===== config.mk =====
export PLATFORM = sky130hd
export DESIGN_NAME = cache_fill_fsm
export DESIGN_NICKNAME = d
export VERILOG_FILES = /design/src/rtl/cache_fill_fsm_pkg.sv /design/src/rtl/fill_counter.sv /design/src/rtl/cache_fill_fsm.sv
export SDC_FILE = /design/constraint.sdc
export NUM_CORES = 1
export LEC_CHECK = 0
export CELL_PAD_IN_SITES_DETAIL_PLACEMENT = 0
export CELL_PAD_IN_SITES_GLOBAL_PLACEMENT = 1
export CORE_ASPECT_RATIO = 0.75
export CORE_MARGIN = 2
export CORE_UTILIZATION = 27
export CTS_CLUSTER_DIAMETER = 60
export CTS_CLUSTER_SIZE = 14
export DETAILED_ROUTE_END_ITERATION = 7
export PLACE_DENSITY = 0.75
export SYNTH_ARGS = -nofsm -noshare
export SYNTH_HDL_FRONTEND = slang
export SYNTH_SLANG_ARGS = --single-unit

===== constraint.sdc =====
create_clock -name clk -period 1.2 [get_ports clk]
set_input_delay 0.24 -clock clk [delete_from_list [all_inputs] [get_ports clk]]
set_output_delay 0.24 -clock clk [all_outputs]
set_load 0.005 [all_outputs]

===== src/rtl/cache_fill_fsm_pkg.sv =====
// Shared cache constants: fill FSM states and block geometry.
// Used by the cache, memory controller and fill FSM.
package cache_fill_fsm_pkg;

  typedef enum logic {
    S_IDLE = 1'b0,
    S_FILL = 1'b1
  } fill_state_e;

  localparam int CACHE_WORDS_PER_BLOCK = 8;
  localparam int BLK_OFF_W = 4;
  localparam int CNT_W = 4;
  localparam int ADDR_W = 16;

endpackage


===== src/rtl/fill_counter.sv =====
// Saturating up-counter with enable and synchronous clear.
// Holds at all-ones instead of wrapping.
module fill_counter
  import cache_fill_fsm_pkg::*;
(
  input  logic             clk,
  input  logic             rst_n,
  input  logic             i_en,
  input  logic             i_clr,
  output logic [CNT_W-1:0] o_cnt
);

  logic [CNT_W-1:0] r_cnt;

  always_ff @(posedge clk or negedge rst_n) begin
    if (!rst_n) begin
      r_cnt <= '0;
    end else if (i_clr) begin
      r_cnt <= '0;
    end else if (i_en && (r_cnt != '1)) begin
      r_cnt <= r_cnt + CNT_W'(1);
    end
  end

  assign o_cnt = r_cnt;

endmodule


===== src/rtl/cache_fill_fsm.sv =====
// Cache line fill sequencer: issues one read per word, then
// writes returned words and finally the tag/valid entry.
module cache_fill_fsm #(
  parameter int WORDS_PER_BLOCK =
    cache_fill_fsm_pkg::CACHE_WORDS_PER_BLOCK,
  parameter int MEM_LATENCY = 4
) (
  input  logic        clk,
  input  logic        rst_n,
  input  logic        miss_detected,
  input  logic [15:0] miss_address,
  input  logic        memory_data_valid,
  output logic        fsm_busy,
  output logic        mem_read_en,
  output logic [15:0] memory_address,
  output logic        write_data_array,
  output logic [2:0]  fill_word_idx,
  output logic        write_tag_array
);

  import cache_fill_fsm_pkg::*;

  if ((MEM_LATENCY < 1) || (WORDS_PER_BLOCK > 8)) begin : g_bad_cfg
    $error("cache_fill_fsm: unsupported parameters");
  end

  localparam logic [CNT_W-1:0] LP_N =
    CNT_W'(WORDS_PER_BLOCK);
  localparam logic [CNT_W-1:0] LP_LAST =
    CNT_W'(WORDS_PER_BLOCK - 1);

  fill_state_e r_state;
  fill_state_e w_next;

  logic [ADDR_W-BLK_OFF_W-1:0] r_base;
  logic [BLK_OFF_W-1:0]        w_unused_off;
  logic [CNT_W-1:0]            w_issue_cnt;
  logic [CNT_W-1:0]            w_recv_cnt;

  logic w_fill;
  logic w_start;
  logic w_issue;
  logic w_accept;
  logic w_last;

  assign w_unused_off = miss_address[BLK_OFF_W-1:0];

  assign w_fill   = (r_state == S_FILL);
  assign w_start  = !w_fill && miss_detected;
  assign w_issue  = w_fill && (w_issue_cnt < LP_N);
  assign w_accept = w_fill && memory_data_valid
                 && (w_recv_cnt < LP_N);
  assign w_last   = w_accept && (w_recv_cnt == LP_LAST);

  always_comb begin
    w_next = r_state;
    unique case (r_state)
      S_IDLE:  if (miss_detected) w_next = S_FILL;
      S_FILL:  if (w_last)        w_next = S_IDLE;
      default: w_next = S_IDLE;
    endcase
  end

  always_ff @(posedge clk or negedge rst_n) begin
    if (!rst_n) begin
      r_state <= S_IDLE;
    end else begin
      r_state <= w_next;
    end
  end

  // Only the block base is kept; later address changes are ignored.
  always_ff @(posedge clk or negedge rst_n) begin
    if (!rst_n) begin
      r_base <= '0;
    end else if (w_start) begin
      r_base <= miss_address[ADDR_W-1:BLK_OFF_W];
    end
  end

  fill_counter u_issue_cnt (
    .clk   (clk),
    .rst_n (rst_n),
    .i_en  (w_issue),
    .i_clr (w_start),
    .o_cnt (w_issue_cnt)
  );

  fill_counter u_recv_cnt (
    .clk   (clk),
    .rst_n (rst_n),
    .i_en  (w_accept),
    .i_clr (w_start),
    .o_cnt (w_recv_cnt)
  );

  assign fsm_busy         = w_fill;
  assign mem_read_en      = w_issue;
  assign memory_address   = w_issue
    ? {r_base, w_issue_cnt[2:0], 1'b0} : '0;
  assign write_data_array = w_accept;
  assign fill_word_idx    = w_fill ? w_recv_cnt[2:0] : '0;
  assign write_tag_array  = w_last;

endmodule


==> results of run 1 <==
path summary, 6_finish.rpt:
check                                                   to  slack [ps]  cells past startpoint
max                                        write_tag_array        -430                      5
min reg2reg                          r_base[3]$_DFFE_PN0P_         480                      2
min                        u_recv_cnt.o_cnt[3]$_DFFE_PN0P_         310                      2
max reg2reg                u_recv_cnt.o_cnt[2]$_DFFE_PN0P_        -300                      8
max in group asynchronous            r_base[3]$_DFFE_PN0P_         740                      2
min in group clk                     r_base[3]$_DFFE_PN0P_         480                      2
cells by family after synthesis:
group / count (synthesis)
AOI/OAI and AO/OA: 5
DFF: 21
muxes: 3
xor gates and xnor gates: 1
other: 1
buffers and inverters: 8
and+or+nand+nor: 73
adders and majority gates: 2
worst max-delay path: stages, from the launching register on:
cell	delay [ps]
dfrtp_1	420
buf_6	130
buf_6	100
and3b_2	210
and3_4	160
buf_6	110
per-layer routing:
layer / vias up / global-route usage (%)
met5: - / 0
met4: 0 / 3.12
met1: 461 / 18.0
met3: 2 / 3.27
met2: 24 / 19.9
li1: 478 / -
cells in the mapped netlist:
master,n,area (sq um)
nor2_1,3,11.3
nand2_1,43,161
and3_4,1,11.3
a21oi_1,1,5.00
and3_1,1,6.26
ha_1,2,25.0
a22o_1,2,17.5
nand2b_1,2,12.5
mux2i_1,2,20.0
xnor2_1,1,8.76
dfrtp_1,21,526
and3b_1,1,8.76
inv_1,1,3.75
nor2b_2,1,8.76
and2b_1,1,7.51
nor2_2,2,12.5
buf_2,3,15.0
buf_4,1,7.51
buf_6,3,33.8
a31oi_1,1,6.26
mux2_4,1,15.0
conb_1,1,3.75
o211ai_1,1,7.51
and2_1,18,113
placed cells by master (no fill, tap or decap), drive strengths merged, types with 2 or more instances in the layout:
master	instances
nand2	43
nand2b	2
buf	49
clkbuf	4
clkdlybuf4s50	15
a22o	2
and3	2
nor2	5
ha	2
and2	18
dfrtp	21
mux2i	2
sequential cells by signal, summed over array words and instances (netlist names):
name	cells
u_recv_cnt.o_cnt	4
u_issue_cnt.o_cnt	4
fsm_busy	1
r_base	12
power by group:
group / internal (mW) / switching, mW
Combinational: 1.45 / 0.822
Clock: 0.232 / 0.239
Sequential: 1.05 / 0.211
Total: 2.73 / 1.27
layout make-up:
type	count	area [sq um]	area share, %
Clock buffer	3	41.3	2.21
Clock inverter	1	5.00	0.268
Inverter	1	3.75	0.201
Multi-Input combinational cell	85	541	28.9
Sequential cell	21	526	28.1
Tap cell	52	65.1	3.48
Timing Repair Buffer	65	689	36.9
what timing repair did:
| action | 4_1_cts | 5_1_grt |
|---|---|---|
| resized for setup | 128 | 21 |
| endpoints found under the setup margin | 38 | 41 |
| cloned | 1 | 3 |
| setup buffers | 4 | 6 |
| pin swaps | 9 | 8 |
metrics by stage:
step	instance area [sq um]	hold WS, ps	util (%)	instances
floorplan	1070	-55.6	-	114
global placement	1600	452	43.5	214
detailed placement	1600	455	43.5	214
CTS	1780	321	48.4	223
global route	1870	334	50.8	228
finish	1870	313	50.8	228
==> run_results.csv, run 1 <==
group,metric,value,unit
place,hpwlAfterDp,1.82,mm
detailed_routing,wl_met3,100,microns
power_and_ir_drop,static-leakage-power,0.951,nW
floorplan,fp.coreArea,3680,sq um
synth,synthXorXnorAreaFrac,0.836,%
critical_path,critical_path_peak_fanout,3,
detailed_routing,avgViaCountPerCell,4.23,
detailed_routing,topRoutingLayerUsed,"met4",
synth,synthAdderAreaFrac,2.39,%
clocking,clk_latency,260,ps
critical_path,setup_cp_type,"reg -> out",
power_and_ir_drop,power_per_cell_area,2140,nW/um^2
clocking,clk_pin_slew,80,ps
floorplan,area_enclosed_by_the_die_boundary,4400,sq um
detailed_routing,detailedRoute.firstIterationViolations,33,
sta,timing.final.crit_share,136,%
synth,synth_simple_gate_area_share,33.7,%
synth,synth.mux.area_fraction,3.35,%
global_route,first_pass_grt_wire_length,4.37,mm
critical_path,setup.worst_path.end_class,"output port",
sta,clock-skew-final,8.77,ps
synth,syn-cell-area,1050,sq um
detailed_routing,met2WireLength,1.41,mm
synth,synth.yosys.seq_area_share,50.2,%
place,placement.io_buffers,37,
clocking,numClockSinks,21,
sta,finalWorstSetupSlack,-429,ps
floorplan,placementRows,19,
finish,n_antenna_cell,0,
power_and_ir_drop,vdd.ir_drop.worst,0.000848,V
global_route,initial_antenna_violation_count,0,
synth,postSynthCellCount,114,
run_status,failing_checks,"negative setup slack",
sta,min_period,1630,ps
detailed_routing,firstDrtPassIters,4,
detailed_routing,routedWlPerCell,12.9,microns
clocking,cts_hold_repair.buffers,0,
run,max-cap-violations,0,
global_route,globalRouteOverflowTotal,0,
floorplan,die-width,75.9,microns
critical_path,cp.arrival,1390,ps
global_route,grt_max_degree,22,
detailed_routing,m1WireLength,1.40,mm
critical_path,worstSetupStartpointType,"register",
power_and_ir_drop,power_after_layout,4.01,mW
floorplan,die_height,57.9,microns
finish,fill_count,347,
detailed_routing,drc,0,
finish,syn2layout_area_growth,78.6,%
place,finalWeightedCongestion,0.876,
synth,ys_warn_count,0,
sta,timing_max_transition_violations_final,0,
synth,yosys.cell_types.count,24,
critical_path,crit_path_start,"fsm_busy$_DFF_PN0_",
run_status,status,"finished with violations",
sta,timing.fmax,0.614,GHz
floorplan,pin_count,43,
critical_path,regToRegStartpoint,"fsm_busy$_DFF_PN0_",
synth,avgSynthCellArea,9.19,sq um
detailed_routing,postRouteAntennaNets,0,
clocking,tritoncts,"yes",
clocking,cts-buffers-inserted,3,
synth,synth_top_family_by_area,"simple AND/OR/NAND/NOR gates",
clocking,cts_buffer_depth,2,
place,place_ws,-663,ps
detailed_routing,via_count,965,
sta,setup_tns,-8980,ps
global_route,groute.usage.overall,12.7,%
synth,mappedNetlistNets,136,
hold_path,hold_class,"in -> async",
floorplan,start_util,28.4,%
sta,grt_setup_unrepaired,"true",
clocking,cts_root_buf,"clkbuf_8",
global_route,first_global_vias,866,
synth,fraction_of_the_mapped_netlist_area_in_compound_gates,3.46,%
finish,finalNetCount,199,
sta,hold_violations,0,
finish,drive_above_1_share,47.2,%
synth,synth-seq-cells,21,
sta,final-setup-viol-count,41,
critical_path,worst_ep_required_time,960,ps
detailed_routing,wl,2.94,mm
clocking,cts_htree_levels,1,
Power figures use the tool's default switching activity.
==> run 2: changes to the inputs <==
--- a/config.mk
+++ b/config.mk
@@ -13,6 +13,7 @@
 export CTS_CLUSTER_DIAMETER = 60
 export CTS_CLUSTER_SIZE = 14
 export DETAILED_ROUTE_END_ITERATION = 7
+export GPL_ROUTABILITY_DRIVEN = 0
 export PLACE_DENSITY = 0.75
 export SYNTH_ARGS = -nofsm -noshare
 export SYNTH_HDL_FRONTEND = slang
==> run_results.csv, run 2 (synthesis results as in run 1) <==
group,metric,value,unit
finish,seq_area,526,sq um
detailed_routing,detailedRoute.firstIterationViolations,57,
run_status,status,"finished with violations",
critical_path,worst_ep_required_time,960,ps
finish,finish.utilization,53.8,%
run,max-cap-violations,0,
global_route,first_global_vias,1019,
clocking,cts_root_buf,"clkbuf_8",
critical_path,worstSetupStartpointType,"register",
run_status,failing_checks,"negative setup slack",
floorplan,fp.coreArea,3680,sq um
floorplan,die_height,57.9,microns
sta,timing.final.crit_share,137,%
place,hpwlAfterDp,1.87,mm
sta,timing.fmax,0.609,GHz
power_and_ir_drop,vdd.ir_drop.worst,0.000881,V
finish,layout.cells.most_common,"buf_6",
finish,max_ffs_per_register,12,
finish,fill_count,334,
sta,clock-skew-final,7.10,ps
detailed_routing,wl,3.05,mm
power_and_ir_drop,power_after_layout,4.28,mW
clocking,cts-buffers-inserted,3,
detailed_routing,postRouteAntennaNets,0,
floorplan,area_enclosed_by_the_die_boundary,4400,sq um
clocking,tritoncts,"yes",
floorplan,placementRows,19,
detailed_routing,firstDrtPassIters,3,
clocking,numClockSinks,21,
detailed_routing,avgViaCountPerCell,4.33,
power_and_ir_drop,power_per_cell_area,2160,nW/um^2
clocking,clk_latency,260,ps
critical_path,cp.arrival,1400,ps
floorplan,pin_count,43,
critical_path,setup.worst_path.end_class,"output port",
clocking,cts_buffer_depth,2,
finish,top_register,"r_base",
place,placement.io_buffers,37,
critical_path,critical_path_peak_fanout,4,
detailed_routing,routedWlPerCell,13.2,microns
critical_path,setup_cp_type,"reg -> out",
finish,n_antenna_cell,0,
floorplan,die-width,75.9,microns
floorplan,start_util,28.4,%
global_route,initial_antenna_violation_count,0,
detailed_routing,via_count,1000,
global_route,globalRouteOverflowTotal,0,
global_route,groute.usage.overall,15.2,%
finish,finalNetCount,202,
sta,grt_setup_unrepaired,"true",
finish,mostFrequentLayoutCells,"buf_6, nand2_1, dfrtp_1, and2_4",
sta,timing_max_transition_violations_final,0,
global_route,grt_max_degree,22,
power_and_ir_drop,static-leakage-power,0.980,nW
sta,final-setup-viol-count,42,
place,place_ws,-640,ps
sta,finalWorstSetupSlack,-443,ps
finish,drive_above_1_share,57.5,%
sta,min_period,1640,ps
clocking,cts_htree_levels,1,
clocking,clk_pin_slew,80,ps
detailed_routing,drc,0,
finish,multi_input_combinational_cell_area,599,sq um
hold_path,hold_class,"in -> async",
global_route,first_pass_grt_wire_length,5.24,mm
sta,hold_violations,0,
finish,syn2layout_area_growth,89.4,%
sta,setup_tns,-9890,ps
## run 2: changes by cell type in the layout (fill, tap and decap cells not counted), sizes merged
cell    before  now
clkbuf       4    3
buf         49   53
## run 2: timing repair
action / CTS / global route
pin swaps: 42 / 6
gates resized for setup: 154 / 18
gates cloned: 3 / 0
setup endpoints to repair: 38 / 43
setup buffers: 13 / 2
hold buffers: 0 / 0
## run 2: area by class of cell
cell class	count	share of cell area (%)
Multi-Input combinational cell	85	30.2
Timing Repair Buffer	68	37.5
Clock inverter	1	0.252
Tap cell	52	3.28
Inverter	1	0.189
Clock buffer	3	2.08
Sequential cell	21	26.5
## run 2: critical path, cell delays in order, from the launching register on
cell     delay, ps
dfrtp_1        410
and2b_2        230
buf_6          140
buf_16         130
and2_4         130
buf_6          100
## run 2: path summary, 6_finish.rpt
kind                       cells past startpoint  slack [ps]                                to             startpoint
max                                            5        -440                 memory_address[5]     fsm_busy$_DFF_PN0_
min                                            2         320  u_issue_cnt.o_cnt[2]$_DFFE_PN0P_                  rst_n
max reg2reg                                    7        -210   u_recv_cnt.o_cnt[2]$_DFFE_PN0P_     fsm_busy$_DFF_PN0_
min reg2reg                                    2         480             r_base[0]$_DFFE_PN0P_  r_base[0]$_DFFE_PN0P_
max in group asynchronous                      2         740             r_base[3]$_DFFE_PN0P_                  rst_n
min in group clk                               2         480             r_base[0]$_DFFE_PN0P_  r_base[0]$_DFFE_PN0P_
## run 2: per-layer routing
| metal | track usage (%) | routed length (microns) |
|---|---|---|
| met5 | 0 | 0 |
| met4 | 3.12 | 54 |
| met3 | 3.74 | 138 |
| met1 | 20.3 | 1440 |
| met2 | 25.5 | 1420 |
## run 2: through the flow
stage	area (sq um)	instances	hold WS (ps)
floorplan	1070	114	-55.6
global placement	1600	214	451
detailed placement	1600	214	453
CTS	1940	231	323
global route	1980	231	321
finish	1980	231	320
## run 2: where the power goes
part,internal (mW),switching (mW)
sequential,1.05,0.265
clock,0.231,0.228
combinational,1.61,0.885
==> run 3: changes to the inputs <==
--- a/config.mk
+++ b/config.mk
@@ -14,7 +14,9 @@
 export CTS_CLUSTER_SIZE = 14
 export DETAILED_ROUTE_END_ITERATION = 7
 export GPL_ROUTABILITY_DRIVEN = 0
+export GPL_TIMING_DRIVEN = 0
 export PLACE_DENSITY = 0.75
+export SKIP_CTS_REPAIR_TIMING = 1
 export SYNTH_ARGS = -nofsm -noshare
 export SYNTH_HDL_FRONTEND = slang
 export SYNTH_SLANG_ARGS = --single-unit
==> run_results.csv, run 3 (synthesis results as in run 1) <==
group,metric,value,unit
run_status,failing_checks,"negative setup slack",
sta,timing.final.crit_share,144,%
critical_path,cp.arrival,1480,ps
finish,layout.cells.most_common,"nand2_1",
sta,timing_worst_slew_pin_value,970,ps
floorplan,area_enclosed_by_the_die_boundary,4400,sq um
place,numPlacedInstances,203,
detailed_routing,topRoutingLayerUsed,"met4",
floorplan,start_util,28.4,%
finish,stdcell_area,1770,sq um
detailed_routing,met2WireLength,1.28,mm
global_route,grt_max_degree,22,
critical_path,setup.worst_path.end_class,"output port",
floorplan,fp.coreArea,3680,sq um
critical_path,regToRegStartpoint,"fsm_busy$_DFF_PN0_",
floorplan,die_height,57.9,microns
power_and_ir_drop,power_after_layout,3.66,mW
detailed_routing,routedWlPerCell,12.3,microns
critical_path,critical_path_peak_fanout,5,
sta,timing_max_transition_violations_final,0,
sta,timing.fmax,0.580,GHz
critical_path,crit_path_start,"fsm_busy$_DFF_PN0_",
clocking,cts_buffer_depth,2,
sta,min_period,1720,ps
power_and_ir_drop,power_per_cell_area,2070,nW/um^2
detailed_routing,via_count,922,
floorplan,die-width,75.9,microns
place,placement.io_buffers,37,
global_route,first_global_vias,932,
sta,slew-limit-headroom,35.3,%
finish,finalNetCount,193,
place,placement.cell_area,1500,sq um
detailed_routing,postRouteAntennaNets,0,
sta,grt_setup_unrepaired,"true",
power_and_ir_drop,static-leakage-power,0.983,nW
clocking,cts-buffers-inserted,3,
sta,setup_tns,-11740,ps
critical_path,setup_cp_type,"reg -> out",
finish,drive_above_1_share,41.2,%
finish,mostFrequentLayoutCells,"nand2_1, dfrtp_1, buf_6, clkdlybuf4s50_1, and2_4",
detailed_routing,detailedRoute.firstIterationViolations,19,
finish,syn2layout_area_growth,68.8,%
power_and_ir_drop,vdd.ir_drop.worst,0.000903,V
global_route,globalRouteOverflowTotal,0,
clocking,tritoncts,"yes",
floorplan,pin_count,43,
detailed_routing,wl,2.73,mm
detailed_routing,avgViaCountPerCell,4.15,
finish,top_register,"r_base",
detailed_routing,firstDrtPassIters,4,
clocking,cts_htree_levels,1,
detailed_routing,m1WireLength,1.27,mm
place,place_ws,-749,ps
finish,final-instance-count-excl-fill,222,
clocking,clk_latency,260,ps
sta,final-setup-viol-count,40,
finish,max_ffs_per_register,12,
place,hpwlAfterDp,1.87,mm
detailed_routing,wl_met3,151,microns
run,max-cap-violations,0,
clocking,cts_root_buf,"clkbuf_8",
critical_path,worstSetupStartpointType,"register",
global_route,groute.usage.overall,12.4,%
sta,finalWorstSetupSlack,-523,ps
sta,clock-skew-final,8.34,ps
hold_path,hold_class,"in -> async",
global_route,first_pass_grt_wire_length,4.33,mm
floorplan,placementRows,19,
clocking,numClockSinks,21,
detailed_routing,drc,0,
run_status,status,"finished with violations",
critical_path,worst_ep_required_time,960,ps
finish,n_antenna_cell,0,
global_route,initial_antenna_violation_count,0,
clocking,clk_pin_slew,80,ps
sta,hold_violations,0,
==> run 3: through the flow <==
stage,hold WS (ps),util [%]
floorplan,-55.6,-
global placement,450,40.8
detailed placement,459,40.8
CTS,478,42.1
global route,223,48.0
finish,122,48.0
==> run 3: cell type report <==
type                       instances  area, sq um
fill                             355         1920
buffer                             6         67.6
sequential                        21          526
clock inverter                     1         5.00
inverter                           1         3.75
timing repair buffer              53          523
clock buffer                       3         41.3
tap                               52         65.1
multi-input combinational         85          537
==> run 3: final timing paths <==
check / end / slack, ps / cells past startpoint
hold / removal: u_issue_cnt.o_cnt[2]$_DFFE_PN0P_ / 120 / 1
max in group asynchronous: r_base[3]$_DFFE_PN0P_ / 490 / 1
min in group clk: r_base[4]$_DFFE_PN0P_ / 470 / 2
setup / recovery: memory_address[13] / -520 / 6
hold reg to reg: r_base[4]$_DFFE_PN0P_ / 470 / 2
setup reg to reg: u_issue_cnt.o_cnt[0]$_DFFE_PN0P_ / -270 / 6
==> run 3: critical path: stages (launching register included) <==
cell	delay [ps]
dfrtp_1	400
buf_6	130
and2b_2	220
buf_6	130
buf_6	110
and2_4	130
buf_6	100
==> run 3: power breakdown <==
part	switching [mW]	internal, mW	leakage [nW]
clock	0.235	0.231	0.0255
combinational	0.703	1.17	0.705
sequential	0.265	1.05	0.253
==> run 3: routing by layer <==
| metal | up-vias | GRT usage (%) |
|---|---|---|
| met4 | 0 | 3.12 |
| met1 | 428 | 14.2 |
| li1 | 466 | - |
| met3 | 2 | 3.89 |
| met2 | 26 | 22.8 |
| met5 | - | 0 |
